<file path="src/rtl/param_memory_pkg.sv">
// Shared types and helpers for the parametrised single-port RAM.
package param_memory_pkg;

  typedef enum logic {ST_INIT, ST_READY} mem_state_e;

  localparam int RDW_READ_OLD    = 0;
  localparam int RDW_WRITE_FIRST = 1;

  // Widest word the replication helper can produce; callers slice down to DATA_W.
  localparam int REPL_MAX_W = 1024;

  function automatic logic [REPL_MAX_W-1:0] repl_byte(input logic [7:0] b);
    return {(REPL_MAX_W/8){b}};
  endfunction

endpackage

</file>
<file path="src/rtl/mem_rd_pipe.sv">
// Read-return pipeline: RD_LAT stages of valid/data/err, flushed by async reset.
module mem_rd_pipe #(
  parameter int DATA_W = 8,
  parameter int RD_LAT = 1
) (
  input  logic              clk,
  input  logic              reset,
  input  logic              in_valid,
  input  logic [DATA_W-1:0] in_data,
  input  logic              in_err,
  output logic              out_valid,
  output logic [DATA_W-1:0] out_data,
  output logic              out_err
);

  logic [RD_LAT-1:0] valid_reg;
  logic [RD_LAT-1:0] err_reg;
  logic [DATA_W-1:0] data_reg [RD_LAT];

  // Data stages only load behind a valid beat, so the last stage holds between reads.
  always_ff @(posedge clk or negedge reset) begin
    if (!reset) begin
      valid_reg <= '0;
      err_reg   <= '0;
      for (int i = 0; i < RD_LAT; i++) begin
        data_reg[i] <= '0;
      end
    end else begin
      valid_reg[0] <= in_valid;
      err_reg[0]   <= in_valid & in_err;
      if (in_valid) begin
        data_reg[0] <= in_data;
      end
      for (int i = 1; i < RD_LAT; i++) begin
        valid_reg[i] <= valid_reg[i-1];
        err_reg[i]   <= err_reg[i-1];
        if (valid_reg[i-1]) begin
          data_reg[i] <= data_reg[i-1];
        end
      end
    end
  end

  assign out_valid = valid_reg[RD_LAT-1];
  assign out_err   = err_reg[RD_LAT-1];
  assign out_data  = data_reg[RD_LAT-1];

endmodule

</file>
<file path="src/rtl/param_memory.sv">
// Parametrised single-port RAM with byte enables, configurable read latency,
// read-during-write selection, out-of-range flagging and a hardware init sweep.
module param_memory
  import param_memory_pkg::*;
#(
  parameter int          DATA_W   = 8,
  parameter int          ADDR_W   = 3,
  parameter int          DEPTH    = 8,
  parameter logic [7:0]  INIT_VAL = 8'hCA,
  parameter int          RD_LAT   = 1,
  parameter int          RDW_MODE = 0
) (
  input  logic                clk,
  input  logic                reset,
  input  logic [ADDR_W-1:0]   addr,
  input  logic [DATA_W-1:0]   wdata,
  input  logic [DATA_W/8-1:0] wbe,
  input  logic                wr_en,
  input  logic                rd_en,
  input  logic                init_req,
  output logic                ready,
  output logic [DATA_W-1:0]   rdata,
  output logic                rvalid,
  output logic                rerr
);

  localparam int                NBYTES     = DATA_W / 8;
  localparam logic [REPL_MAX_W-1:0] INIT_FULL = repl_byte(INIT_VAL);
  localparam logic [DATA_W-1:0] INIT_WORD  = INIT_FULL[DATA_W-1:0];
  localparam logic [ADDR_W:0]   DEPTH_EXT  = (ADDR_W+1)'(DEPTH);
  localparam logic [ADDR_W:0]   LAST_IDX   = (ADDR_W+1)'(DEPTH - 1);

  logic [DATA_W-1:0] mem [DEPTH];

  mem_state_e        state_reg;
  logic [ADDR_W:0]   idx_reg;
  logic              ready_reg;

  logic              in_range;
  logic              wr_accept;
  logic              rd_accept;
  logic [DATA_W-1:0] old_word;
  logic [DATA_W-1:0] merged_word;
  logic [DATA_W-1:0] rd_word;

  assign in_range  = {1'b0, addr} < DEPTH_EXT;
  assign wr_accept = wr_en & ready_reg;
  assign rd_accept = rd_en & ready_reg;
  assign old_word  = in_range ? mem[addr] : '0;

  genvar gi;
  generate
    for (gi = 0; gi < NBYTES; gi++) begin : g_lane
      assign merged_word[8*gi +: 8] = wbe[gi] ? wdata[8*gi +: 8] : old_word[8*gi +: 8];
    end
  endgenerate

  // Single port: a simultaneous write always targets the read address.
  assign rd_word = (RDW_MODE == RDW_WRITE_FIRST && wr_accept) ? merged_word : old_word;

  always_ff @(posedge clk) begin
    if (state_reg == ST_INIT) begin
      mem[idx_reg[ADDR_W-1:0]] <= INIT_WORD;
    end else if (wr_accept && in_range) begin
      mem[addr] <= merged_word;
    end
  end

  // idx_reg is one bit wider than addr so a full 2**ADDR_W sweep ends without wrapping.
  always_ff @(posedge clk or negedge reset) begin
    if (!reset) begin
      state_reg <= ST_INIT;
      idx_reg   <= '0;
      ready_reg <= 1'b0;
    end else begin
      case (state_reg)
        ST_INIT: begin
          if (idx_reg == LAST_IDX) begin
            state_reg <= ST_READY;
            ready_reg <= 1'b1;
            idx_reg   <= '0;
          end else begin
            idx_reg <= idx_reg + 1'b1;
          end
        end
        ST_READY: begin
          if (init_req) begin
            state_reg <= ST_INIT;
            ready_reg <= 1'b0;
            idx_reg   <= '0;
          end
        end
      endcase
    end
  end

  assign ready = ready_reg;

  mem_rd_pipe #(
    .DATA_W (DATA_W),
    .RD_LAT (RD_LAT)
  ) u_rd_pipe (
    .clk       (clk),
    .reset     (reset),
    .in_valid  (rd_accept),
    .in_data   (in_range ? rd_word : '0),
    .in_err    (~in_range),
    .out_valid (rvalid),
    .out_data  (rdata),
    .out_err   (rerr)
  );

endmodule

</file>
<file path="config.mk">
export PLATFORM = sky130hd
export DESIGN_NAME = param_memory
export DESIGN_NICKNAME = d
export VERILOG_FILES = /design/src/rtl/param_memory_pkg.sv /design/src/rtl/mem_rd_pipe.sv /design/src/rtl/param_memory.sv
export SDC_FILE = /design/constraint.sdc
export NUM_CORES = 1
export LEC_CHECK = 0
export CAP_MARGIN = 20
export CORE_ASPECT_RATIO = 0.75
export CORE_MARGIN = 5
export CORE_UTILIZATION = 57
export CTS_BUF_LIST = sky130_fd_sc_hd__clkbuf_2
export DETAILED_ROUTE_END_ITERATION = 8
export PLACE_DENSITY = 0.85
export SYNTH_ARGS = -nofsm -noshare
export SYNTH_HDL_FRONTEND = slang
export SYNTH_SLANG_ARGS = --single-unit
</file>
<file path="constraint.sdc">
create_clock -name clk -period 2.89 [get_ports clk]
set_input_delay 0.7225 -clock clk [delete_from_list [all_inputs] [get_ports clk]]
set_output_delay 0.7225 -clock clk [all_outputs]
set_load 0.05 [all_outputs]
</file>
==> impl_results.md <==
* Number of distinct library cells after synthesis at 40
* CTS sink count at 79
* Number of setup violations in the final report at 0
* # IOs at 28
* Layout cells sized above 1 at 16.8%
* Gr ovfl total at 0
* Core Rows at 24
* Area added between synthesis and finish at 14.2%
* PwrDens at 886 mW/mm²
* Most common cell in the netlist: edfxtp_1
* Final Cycle Share at 88.9%
* CP Cell Sequence: clkdlybuf4s50_1
* Switching pwr at 1250 µW
* Clock transition at the registers of the reported paths at 0.22 ns
* Syn Inst Count at 225
* Setup crit start kind: register
* Fin. Hold Viols at 0
* Syn_area_per_cell at 14.9 µm²
* Worst-skew pair later-pin latency at 0.53 ns
* Max VDD drop at 0.597 mV
* Setup CP Type: register to output port
* First-pass GRT wire length at 11.0 mm
* Hold buffers post-CTS at 0
* Detailed Routing Iterations Pass 1 at 4
* Filler instances at 414
* Total CTS buffers at 9
* Hold Path Class: register to register
* Post-layout min period at 2.57 ns
* CP peak stage delay at 0.84 ns
* Non-filler cells, final at 346
* Clock buffer depth at 2
* Commonest cells post-synth: edfxtp_1, mux2i_1, dfrtp_1, nand2_1, nor2_1
* GRT busiest layer: met2
* Critical path endpoint: ready
* Register share of total power at 50.3%
* Syn Nets at around 240
* Utilization after layout at 66.6%
* Worst reg2reg path endpoint: mem[7][0]
* Reg2reg start: state_reg
* Clock Power Share at 17.1%
* Die H at 76.5 µm
* WL/cell at 19.6 µm
* PortBufs at 26
* Top achievable clock speed at 389 MHz
* Die footprint at approximately 0.0076 mm²
* Max-Slew Margin vs Limit at 41.4%
* GRT Util Overall at 19.6%
* Root buffer cell: clkbuf_2
* Arr. time, crit path at 1.85 ns
* H-tree levels at 3
* Core Box Area at 0.00577 mm²
* Sw Share at between 30% and 40%
* Antenna fix cells at 0
* Cells after DPL at 330
* Status: finished, final reports clean
* Critical Path Stages at 1
* Yosys top cell area share at 57.1%
* Delay-heaviest family, CP: buffers and inverters
* Max reg flops at 64
* Area contributors post-synth: edfxtp_1, dfrtp_1, mux2i_1
* CP max FO at 6
* ANT nets after route at 0
* Int Pwr at roughly 2200 µW
* Initial antenna violation count at 0
* Worst setup EP type: output port
* Post-DP HPWL at 4.81 mm
* Iter 0 DRT Violations at 193
* Die Width at 98.7 µm
* Buffers and inverters on the worst path at 1
* Ys async rst share at 19.0%
* Cell Area, Synth at 0.00336 mm²
* DP Worst Slack at 0.160 ns
* Max-cap violations at 0
* Leak Pwr at 0.00134 µW
* CTS tree: built
* Final Net Count at roughly 280
* Total Wirelength at between 6 and 7 mm
* RSZ-0062 raised after global routing: no
* Grt met1 use at 26.0%
* Largest net degree at the start of global routing at 23
* Seq/Total Area, Yosys at 68.3%
* Slowest-stage cell, CP: clkdlybuf4s50_1
* Worst Skew at 0.0241 ns
* Worst Path Required at approximately 2.2 ns
* Initial Utilization at approximately 60%
* TNS Setup at 0 ns
* Synth area leader: edfxtp_1
* Met3 Usage GRT at 6.31%
* Worst Reg-to-Reg Cells at 4
* FF+latch count, synth at 79
* Final worst setup slack at 0.320 ns
* Comb power frac at between 30% and 40%
* Post-CTS sizing at 0
* Met2 Use GR at 31.0%
* Top FF cell, synth: edfxtp_1
* Measured slew at the worst slew-check pin at 0.876 ns
* Via density at ~6
* R2r setup slk at roughly 0.67 ns
* Post-CTS Setup Bufs at 0
* Gp weighted congestion at just over 0.9
* Crit. Startpoint: ready
* Yosys synthesis warning count at 0
* # DRC at 0
* Via count at 2027
* Post-synth EDFFs at 64
* Final Slew Violations at 0
* Multi-input gate area at 950 µm²
* FF+latch area at 0.00230 mm²
* Vias in the first global route at 2068
## final cells by class
cell class              instances  share of cell area [%]
multi-input cells             129                    24.7
flip-flops and latches         79                    59.8
repair buffers                 37                    9.12
clock buffers                   9                    1.17
inverters                       7                   0.684
well taps                      78                    2.54
clock inverters                 7                    1.92
## cells in the final DEF (no fill, tap or decap), drive strengths merged, types with 3 or more instances in the layout
cell type	instances
mux2i	23
clkdlybuf4s50	25
nor2b	4
o22ai	7
a21oi	9
clkinv	3
edfxtp	64
buf	12
a221oi	3
clkbuf	9
clkinvlp	3
a31oi	3
inv	7
dfrtp	15
nand2	15
nor2	14
mux2	14
o21ai	12
a22oi	3
o21a	3
nand3	3
## per-layer routing
metal / part of all wire (%) / up-vias / wire (µm)
li1: - / 943 / -
met1: 42 / 985 / 2840
met2: 49 / 86 / 3310
met3: 7.5 / 13 / 505
met4: 1.7 / 0 / 114
met5: 0 / - / 0
## power by group through the flow
stage / combinational (µW) / clock (µW) / sequential, µW
2_1_floorplan: 526 / 0 / 1920
3_3_place_gp: 1080 / 0 / 1720
3_5_place_dp: 1100 / 0 / 1740
4_1_cts: 1110 / 591 / 1710
5_1_grt: 1190 / 643 / 1750
6_report: 1110 / 581 / 1710
## worst min-delay path by stage
| stage | start | cells past startpoint | slack, ns | end |
|---|---|---|---|---|
| after floorplan | reset | 0 | 0.43 | idx_reg[0] |
| after global placement | u_rd_pipe.out_data[6] | 2 | 0.47 | u_rd_pipe.out_data[6] |
| after detailed placement | u_rd_pipe.out_data[3] | 2 | 0.48 | u_rd_pipe.out_data[3] |
| after CTS | u_rd_pipe.out_data[6] | 2 | 0.52 | u_rd_pipe.out_data[6] |
| after global routing | u_rd_pipe.out_data[0] | 1 | 0.56 | u_rd_pipe.out_data[0] |
| final | u_rd_pipe.out_data[6] | 2 | 0.51 | u_rd_pipe.out_data[6] |
## metrics by stage
stage	total power, µW	cell area [µm²]	hold WS, ns
global route	3580	3840	0.563
finish	3400	3840	0.511
CTS	3420	3840	0.520
detailed placement	2840	3720	0.477
floorplan	2440	3360	0.427
global placement	2800	3720	0.470
## cell families (layout without fill, tap and decap cells)
| logic type | after synthesis | in the layout | share of synthesized area, % |
|---|---|---|---|
| compound gates | 48 | 48 | 10.2 |
| mux | 37 | 37 | 11.8 |
| xor+xnor | 1 | 1 | 0.260 |
| fa+ha+maj | 1 | 1 | 0.372 |
| flops | 79 | 79 | 68.3 |
| buf+inv | 17 | 60 | 3.46 |
| simple gates | 41 | 41 | 5.54 |
| other cells | 1 | 1 | 0.112 |
Power figures use the tool's default switching activity.
